### src/rtl/decode_pipe_if.sv
// decode_pipe_if: bundles the fetch-side and execute-side signals of the
// decode stage.
//   master : the fetch/execute environment. It drives flush, in_valid, in_instr,
//            in_pc and out_ready.
//   slave  : the decode stage. It drives in_ready, out_valid and the decoded
//            fields out_opcode, out_reg1, out_reg2, out_imm, out_funcode,
//            out_illegal and out_pc.
interface decode_pipe_if #(
  parameter int INSTR_W = 32,
  parameter int OPC_W   = 4,
  parameter int REG_W   = 5,
  parameter int FUNC_W  = 4,
  parameter int DATA_W  = 32
);
  logic               flush;
  logic               in_valid;
  logic               in_ready;
  logic [INSTR_W-1:0] in_instr;
  logic [DATA_W-1:0]  in_pc;
  logic               out_valid;
  logic               out_ready;
  logic [OPC_W-1:0]   out_opcode;
  logic [REG_W-1:0]   out_reg1;
  logic [REG_W-1:0]   out_reg2;
  logic [DATA_W-1:0]  out_imm;
  logic [FUNC_W-1:0]  out_funcode;
  logic               out_illegal;
  logic [DATA_W-1:0]  out_pc;

  modport master (
    output flush, in_valid, in_instr, in_pc, out_ready,
    input  in_ready, out_valid, out_opcode, out_reg1, out_reg2, out_imm,
           out_funcode, out_illegal, out_pc
  );

  modport slave (
    input  flush, in_valid, in_instr, in_pc, out_ready,
    output in_ready, out_valid, out_opcode, out_reg1, out_reg2, out_imm,
           out_funcode, out_illegal, out_pc
  );
endinterface

### src/rtl/decode_pipe.sv
// decode_pipe: pipelined instruction-decode stage. It sits between fetch and
// execute.
// Each raw instruction is split into opcode, reg1, reg2, a sign-extended
// immediate and a function code, and its illegal flag is computed. The decoded
// entry and its PC are held in a two-entry skid buffer (head plus skid).
// Ports:
//   clk : rising-edge clock.
//   rst : asynchronous, active-high reset.
//   bus : decode_pipe_if.slave. Carries the valid/ready handshakes, flush, the
//         instruction/PC inputs and the decoded outputs.
module decode_pipe #(
  parameter int INSTR_W = 32,
  parameter int OPC_W   = 4,
  parameter int REG_W   = 5,
  parameter int IMM_W   = 16,
  parameter int FUNC_W  = 4,
  parameter int DATA_W  = 32,
  parameter int NUM_OPC = 7
) (
  input  logic          clk,
  input  logic          rst,
  decode_pipe_if.slave  bus
);

  typedef enum logic [1:0] {
    EMPTY = 2'd0,
    ONE   = 2'd1,
    TWO   = 2'd2
  } state_t;

  // Only decoded fields are stored; the raw word is never kept.
  typedef struct packed {
    logic [OPC_W-1:0]  opcode;
    logic [REG_W-1:0]  reg1;
    logic [REG_W-1:0]  reg2;
    logic [DATA_W-1:0] imm;
    logic [FUNC_W-1:0] funcode;
    logic              illegal;
    logic [DATA_W-1:0] pc;
  } entry_t;

  state_t state_reg, state_next;
  entry_t head_reg, head_next;
  entry_t skid_reg, skid_next;
  entry_t dec;
  logic   accept, retire;

  // Combinational field extraction. funcode overlaps the low immediate bits.
  always_comb begin
    dec.opcode  = bus.in_instr[INSTR_W-1 -: OPC_W];
    dec.reg1    = bus.in_instr[INSTR_W-OPC_W-1 -: REG_W];
    dec.reg2    = bus.in_instr[INSTR_W-OPC_W-REG_W-1 -: REG_W];
    dec.imm     = DATA_W'($signed(bus.in_instr[IMM_W-1:0]));
    dec.funcode = bus.in_instr[FUNC_W-1:0];
    dec.illegal = (32'(bus.in_instr[INSTR_W-1 -: OPC_W]) >= NUM_OPC);
    dec.pc      = bus.in_pc;
  end

  // in_ready depends on registered state only, so back-pressure from execute
  // never forms a combinational path back to fetch.
  assign bus.in_ready  = (state_reg != TWO);
  assign bus.out_valid = (state_reg != EMPTY);
  assign accept        = bus.in_valid & bus.in_ready;
  assign retire        = bus.out_valid & bus.out_ready;

  assign bus.out_opcode  = head_reg.opcode;
  assign bus.out_reg1    = head_reg.reg1;
  assign bus.out_reg2    = head_reg.reg2;
  assign bus.out_imm     = head_reg.imm;
  assign bus.out_funcode = head_reg.funcode;
  assign bus.out_illegal = head_reg.illegal;
  assign bus.out_pc      = head_reg.pc;

  always_comb begin
    state_next = state_reg;
    head_next  = head_reg;
    skid_next  = skid_reg;
    if (bus.flush) begin
      // Everything buffered and any same-cycle accept are discarded.
      state_next = EMPTY;
    end else begin
      unique case (state_reg)
        EMPTY: begin
          if (accept) begin
            head_next  = dec;
            state_next = ONE;
          end
        end
        ONE: begin
          if (accept && retire) begin
            head_next = dec;
          end else if (accept) begin
            skid_next  = dec;
            state_next = TWO;
          end else if (retire) begin
            state_next = EMPTY;
          end
        end
        TWO: begin
          if (retire) begin
            head_next  = skid_reg;
            state_next = ONE;
          end
        end
        default: state_next = EMPTY;
      endcase
    end
  end

  always_ff @(posedge clk or posedge rst) begin
    if (rst) begin
      state_reg <= EMPTY;
      head_reg  <= '0;
      skid_reg  <= '0;
    end else begin
      state_reg <= state_next;
      head_reg  <= head_next;
      skid_reg  <= skid_next;
    end
  end

endmodule

### src/flat_wrapper.sv
// flat-port wrapper written by rule: the top's interface ports become plain ports
module decode_pipe_flat 
#(
  parameter int INSTR_W = 32,
  parameter int OPC_W   = 4,
  parameter int REG_W   = 5,
  parameter int IMM_W   = 16,
  parameter int FUNC_W  = 4,
  parameter int DATA_W  = 32,
  parameter int NUM_OPC = 7
)
  (clk, rst, bus_flush, bus_in_valid, bus_in_instr, bus_in_pc, bus_out_ready, bus_in_ready, bus_out_valid, bus_out_opcode, bus_out_reg1, bus_out_reg2, bus_out_imm, bus_out_funcode, bus_out_illegal, bus_out_pc);
  decode_pipe_if #(.INSTR_W(INSTR_W), .OPC_W(OPC_W), .REG_W(REG_W), .FUNC_W(FUNC_W), .DATA_W(DATA_W)) bus_i ();
  input  logic clk;
  input  logic rst;
  input wire logic [$bits(bus_i.flush)-1:0] bus_flush;
  input wire logic [$bits(bus_i.in_valid)-1:0] bus_in_valid;
  input wire logic [$bits(bus_i.in_instr)-1:0] bus_in_instr;
  input wire logic [$bits(bus_i.in_pc)-1:0] bus_in_pc;
  input wire logic [$bits(bus_i.out_ready)-1:0] bus_out_ready;
  output wire logic [$bits(bus_i.in_ready)-1:0] bus_in_ready;
  output wire logic [$bits(bus_i.out_valid)-1:0] bus_out_valid;
  output wire logic [$bits(bus_i.out_opcode)-1:0] bus_out_opcode;
  output wire logic [$bits(bus_i.out_reg1)-1:0] bus_out_reg1;
  output wire logic [$bits(bus_i.out_reg2)-1:0] bus_out_reg2;
  output wire logic [$bits(bus_i.out_imm)-1:0] bus_out_imm;
  output wire logic [$bits(bus_i.out_funcode)-1:0] bus_out_funcode;
  output wire logic [$bits(bus_i.out_illegal)-1:0] bus_out_illegal;
  output wire logic [$bits(bus_i.out_pc)-1:0] bus_out_pc;
  assign bus_i.flush = bus_flush;
  assign bus_i.in_valid = bus_in_valid;
  assign bus_i.in_instr = bus_in_instr;
  assign bus_i.in_pc = bus_in_pc;
  assign bus_i.out_ready = bus_out_ready;
  assign bus_in_ready = bus_i.in_ready;
  assign bus_out_valid = bus_i.out_valid;
  assign bus_out_opcode = bus_i.out_opcode;
  assign bus_out_reg1 = bus_i.out_reg1;
  assign bus_out_reg2 = bus_i.out_reg2;
  assign bus_out_imm = bus_i.out_imm;
  assign bus_out_funcode = bus_i.out_funcode;
  assign bus_out_illegal = bus_i.out_illegal;
  assign bus_out_pc = bus_i.out_pc;
  decode_pipe #(.INSTR_W(INSTR_W), .OPC_W(OPC_W), .REG_W(REG_W), .IMM_W(IMM_W), .FUNC_W(FUNC_W), .DATA_W(DATA_W), .NUM_OPC(NUM_OPC)) u_core (.clk(clk), .rst(rst), .bus(bus_i));
endmodule
### config.mk
export PLATFORM = sky130hd
export DESIGN_NAME = decode_pipe_flat
export DESIGN_NICKNAME = d
export VERILOG_FILES = /design/src/rtl/decode_pipe_if.sv /design/src/rtl/decode_pipe.sv /design/src/flat_wrapper.sv
export SDC_FILE = /design/constraint.sdc
export NUM_CORES = 1
export LEC_CHECK = 0
export ABC_AREA = 1
export ABC_CLOCK_PERIOD_IN_PS = 10600
export CAP_MARGIN = 20
export CORE_ASPECT_RATIO = 1.75
export CORE_UTILIZATION = 53
export DETAILED_ROUTE_END_ITERATION = 10
export PLACE_DENSITY = 0.86
export SLEW_MARGIN = 10
export SYNTH_ARGS = -nofsm -noshare
export SYNTH_HDL_FRONTEND = slang
export SYNTH_SLANG_ARGS = --single-unit
export TNS_END_PERCENT = 50
### constraint.sdc
create_clock -name clk -period 10.6 [get_ports clk]
set_clock_uncertainty 0.15 [all_clocks]
set_input_delay 1.59 -clock clk [delete_from_list [all_inputs] [get_ports clk]]
set_output_delay 1.59 -clock clk [all_outputs]
set_load 0.005 [all_outputs]
Yosys cells after proc, flatten, opt, wreduce, memory -nomap -nowiden
Cells that the tools add are included.
Widths: inputs -> output; s select.
{ "word_totals": {"register_bits": 152} }
{ "op_classes": {"magnitude_cmp": 1, "n_eq_ne": 10, "mux": 11, "bitwise": 4, "n_reduce_logical": 7} }
{ "op_table": {"columns": ["cell", "count"], "rows": [
  ["$mux 83", 3],
  ["$pmux 83 s3", 1],
  ["$mux 2", 6],
  ["$reduce_and 4->1", 2],
  ["$ne 2x1->1 const B", 3],
  ["$ne 3x2->1 const B", 2],
  ["$pmux 2 s3", 1],
  ["$reduce_and 5->1", 1],
  ["$ge 4x3->1 const B", 1],
  ["$ne 4x2->1 const B", 1],
  ["$ne 3x3->1 const B", 1],
  ["$reduce_bool 3->1", 1],
  ["$and 1x1->1", 2],
  ["$eq 2x1->1 const B", 1],
  ["$eq 2x2->1 const B", 1],
  ["$logic_not 2->1", 1],
  ["$ne 2x2->1 const B", 1],
  ["$not 1->1", 2],
  ["$reduce_bool 2->1", 1],
  ["$logic_and 1x1->1", 1]
]} }

Logic depth before layout (Yosys ltp)
{ "depth": {"word_depth": 7, "ltp_mapped": 9} }

Worst setup path before layout
Ideal clock, no wire load.
{ "synth_path": {"kind": "input to register", "start": "in bus_out_ready", "end": "reg u_core.head_reg (netlist bit u_core.bus.out_imm[30])", "setup_time_ns": 0.119, "t_arrival_ns": 2.400, "required_ns": 10.331, "setup_slack_ns": 7.932, "stages": 8, "path_cell_list": "inv_1 -> o21ai_0 -> nand2_1 -> nor2_4 -> nand2_2 -> buf_2 -> nand2_1 -> nand2_1"} }
{ "synth_via": {"elab_chain_len": 4, "elab_cells_between_ends": 5, "classes_between": "2 x eq/ne; 1 x bitwise; 2 x reduce/logical"} }
{ "synth_lines": {"columns": ["element", "line", "rtl"], "rows": [
  ["from (decl)", "flat_wrapper.sv:20", "input wire logic [$bits(bus_i.out_ready)-1:0] bus_out_ready;"],
  ["$and 1x1->1 (*)", "decode_pipe.sv:64", "assign retire = bus.out_valid & bus.out_ready;"],
  ["$logic_and 1x1->1", "decode_pipe.sv:90", "if (accept && retire) begin"],
  ["$ne 2x1->1 (no line)", null, null],
  ["$reduce_and 5->1 (no line) (*)", null, null],
  ["to (signal assigned)", "decode_pipe.sv:117", "head_reg <= head_next;"],
  ["to (decl)", "decode_pipe.sv:43", "entry_t head_reg, head_next;"]
]} }
Every way passes the cells marked *; elsewhere a longest branch is shown, timed or not.
A chain may end at the register's enable or synchronous reset.

Worst setup path after layout
{ "layout_path": {"start": "in bus_in_valid", "end": "reg u_core.skid_reg[30] (netlist bit)"} }
{ "layout_via": {"elab_chain_len": 4} }
{ "layout_lines": {"columns": ["element", "line", "rtl"], "rows": [
  ["from (decl)", "flat_wrapper.sv:17", "input wire logic [$bits(bus_i.in_valid)-1:0] bus_in_valid;"],
  ["$and 1x1->1 (*)", "decode_pipe.sv:63", "assign accept = bus.in_valid & bus.in_ready;"],
  ["$logic_and 1x1->1", "decode_pipe.sv:90", null],
  ["$not 1->1 (no line)", null, null],
  ["$reduce_and 4->1 (no line) (*)", null, null],
  ["to (signal assigned)", "decode_pipe.sv:118", "skid_reg <= skid_next;"],
  ["to (decl)", "decode_pipe.sv:44", "entry_t skid_reg, skid_next;"]
]} }
Marked as above.

==> flow_metrics.env <==
export IMPL_status="complete, no violations"
export IMPL_finalMaxSlewViolations=0
export IMPL_fin_crit_ps=3760
export IMPL_grt_pass1_wl_um=24400
export IMPL_layout_drive_gt1_share=0.0573
export IMPL_critical_path_required_ps=10700
export IMPL_grt_max_degree=73
export IMPL_dp_hpwl_um=9590
export IMPL_clock_sinks=128
export IMPL_synth_seq_cells=128
export IMPL_maxSlewHeadroom=0.449
export IMPL_clk_insertion_delay_late_ps=410
export IMPL_hold_violations=0
export IMPL_synth_xor_area_frac=0
export IMPL_largest_register_ffs=63
export IMPL_synth_area_um2=5880
export IMPL_fp_dieH_um=141
export IMPL_synth_compound_area_share=0.111
export IMPL_numCtsBuffers=17
export IMPL_diodes=0
export IMPL_clock_fmax_ghz=0.266
export IMPL_wire_per_inst_um=15.5
export IMPL_port_buffer_count=151
export IMPL_drc=0
export IMPL_ys_top_cells_by_area="dfrtp_1 54%, nand2_1 17%, o21ai_0 8.2%"
export IMPL_num_vias=5243
export IMPL_antenna_found_initial=0
export IMPL_gp_congestion=0.788
export IMPL_first_iter_violations=484
export IMPL_area_growth_pct=32.8
export IMPL_synth_cells=730
export IMPL_cp_startpoint="bus_in_valid"
export IMPL_synth_top_area_share=0.545
export IMPL_synthSimpleGateAreaFrac=0.234
export IMPL_cts_tree="yes"
export IMPL_dpl_cell_count=953
export IMPL_grt_pass1_vias=5182
export IMPL_synthMuxAreaShare=0
export IMPL_htreeDepth=4
export IMPL_fin_crit_sh=0.354
export IMPL_setup_viol=0
export IMPL_grt_overflow_total=0
export IMPL_yosys_warnings=0
export IMPL_antenna_left=0
export IMPL_instances_no_fill=985
export IMPL_ys_types=20
export IMPL_cts_root_buffer="clkbuf_16"
export IMPL_std_cell_rows=50
export IMPL_die_x_um=81.6
export IMPL_netlist_top_cell_by_area="dfrtp_1"
export IMPL_cts_buffer_depth=2
export IMPL_ir_drop_v=0.000158
export IMPL_crit_path_start_kind="primary input"
export IMPL_io_pins=154
export IMPL_nets=911
export IMPL_synth_top_family_by_area="simple AND/OR/NAND/NOR gates"
export IMPL_endpoint_kind="flop"
export IMPL_whs_ps=318
export IMPL_hold_buffers=0
export IMPL_worstMarginPinSlew_ps=826
export IMPL_hold_start="u_core.bus.out_pc[27]$_DFFE_PP0P_"
export IMPL_ys_seq_area_frac=0.545
export IMPL_fin_util=0.726
export IMPL_synth_area_per_cell_um2=8.06
export IMPL_viasPerCell=5.32
export IMPL_synth_fa_ha_area_frac=0
export IMPL_post_cts_buffers=0
export IMPL_drt_total_wl_um=15200
export IMPL_drv_cap=0
export IMPL_dieArea_um2=11500
export IMPL_power_density_nw_per_um2=227
export IMPL_arrival_ps=3860
export IMPL_firstDrtPassIters=5
export IMPL_rsz0062_at_grt="no"
export IMPL_fin_setup_tns_ps=0
export IMPL_p_leak_nw=3.82
export IMPL_min_path_type="flop to flop"
export IMPL_start_util=0.547
export IMPL_core_area_um2=10800
export IMPL_clkTransAtPathRegs_ps=60
export IMPL_cp_max_fo=72
export IMPL_ctsResizeCount=0
export IMPL_r2r_start="u_core.state_reg[0]$_DFFE_PP0P_"
export IMPL_grt_total_usage=0.278
export IMPL_syn_nets=799
export IMPL_crit_type="primary input to flop"
-- per-layer routing --
metal,global-route usage,up-vias,share of wire
met1,0.316,2475,0.37
li1,-,2506,-
met3,0.0521,38,0.056
met4,0.136,0,0.032
met2,0.488,224,0.54
met5,0,-,0
-- area by class of cell --
class	count	area, um^2
Sequential cell	128	3200
Fill cell	793	2950
Multi-Input combinational cell	467	2040
Timing Repair Buffer	157	1570
Clock buffer	17	425
Inverter	71	270
Tap cell	130	163
Clock inverter	15	146
-- synthesized netlist by cell type --
library cell  instances
nand3_1              64
nor2_4                1
o31ai_1               1
buf_6                 1
nand2_1             265
nand3b_1              1
nor2_1                3
o21ai_1              30
a21oi_2               1
a21oi_1               1
dfrtp_1             128
inv_2                 4
buf_2                24
nand4_2               1
clkbuf_1             10
inv_1                67
buf_4                28
clkbuf_2              1
nand2_2               3
o21ai_0              96
-- cells in the final DEF (no fill, tap or decap), types with 2 or more instances in the layout --
master,Yosys,layout
nand2_1,265,265
clkdlybuf4s50_1,0,151
dfrtp_1,128,128
o21ai_0,96,96
inv_1,67,66
nand3_1,64,64
o21ai_1,30,30
clkbuf_16,0,17
clkinv_2,0,7
buf_4,28,5
clkinvlp_4,0,4
inv_2,4,3
nor2_1,3,3
nand2_2,3,3
clkinv_4,0,3
bufinv_16,0,2
-- worst max-delay path, stage by stage --
cell and delay (ps):
clkdlybuf4s50_1 520, inv_1 70, a21oi_2 170, nand4_4 620
buf_4 610, nand2_1 150, o21ai_0 110
-- stage by stage --
stage | power [mW] | instance area, um^2 | setup WS [ps]
floorplan | 0.962 | 5880 | 5450
global placement | 1.18 | 7220 | 6600
detailed placement | 1.21 | 7240 | 6470
CTS | 1.78 | 7810 | 6890
global route | 1.86 | 7810 | 6650
finish | 1.77 | 7810 | 6840
-- kinds of logic after synthesis --
group	count (synthesis)
flops	128
compound gates	129
buf+inv	135
simple gates	338
-- path summary, 6_finish.rpt --
check                                                             end  slack, ps  cells past startpoint
worst max-delay path                  u_core.skid_reg[30]$_DFFE_PP0P_       6840                      7
worst min-delay path                u_core.bus.out_pc[27]$_DFFE_PP0P_        320                      2
worst max register to register        u_core.skid_reg[30]$_DFFE_PP0P_       8010                      7
worst min register to register      u_core.bus.out_pc[27]$_DFFE_PP0P_        320                      2
max in group asynchronous       u_core.bus.out_funcode[0]$_DFFE_PP0P_       7410                      3
min in group asynchronous              u_core.skid_reg[1]$_DFFE_PP0P_       1530                      2
-- power by group --
part	internal (mW)	switching (mW)
combinational	0.250	0.206
clock	0.344	0.220
sequential	0.649	0.101
No activity file was read; power rests on OpenSTA's default activity.
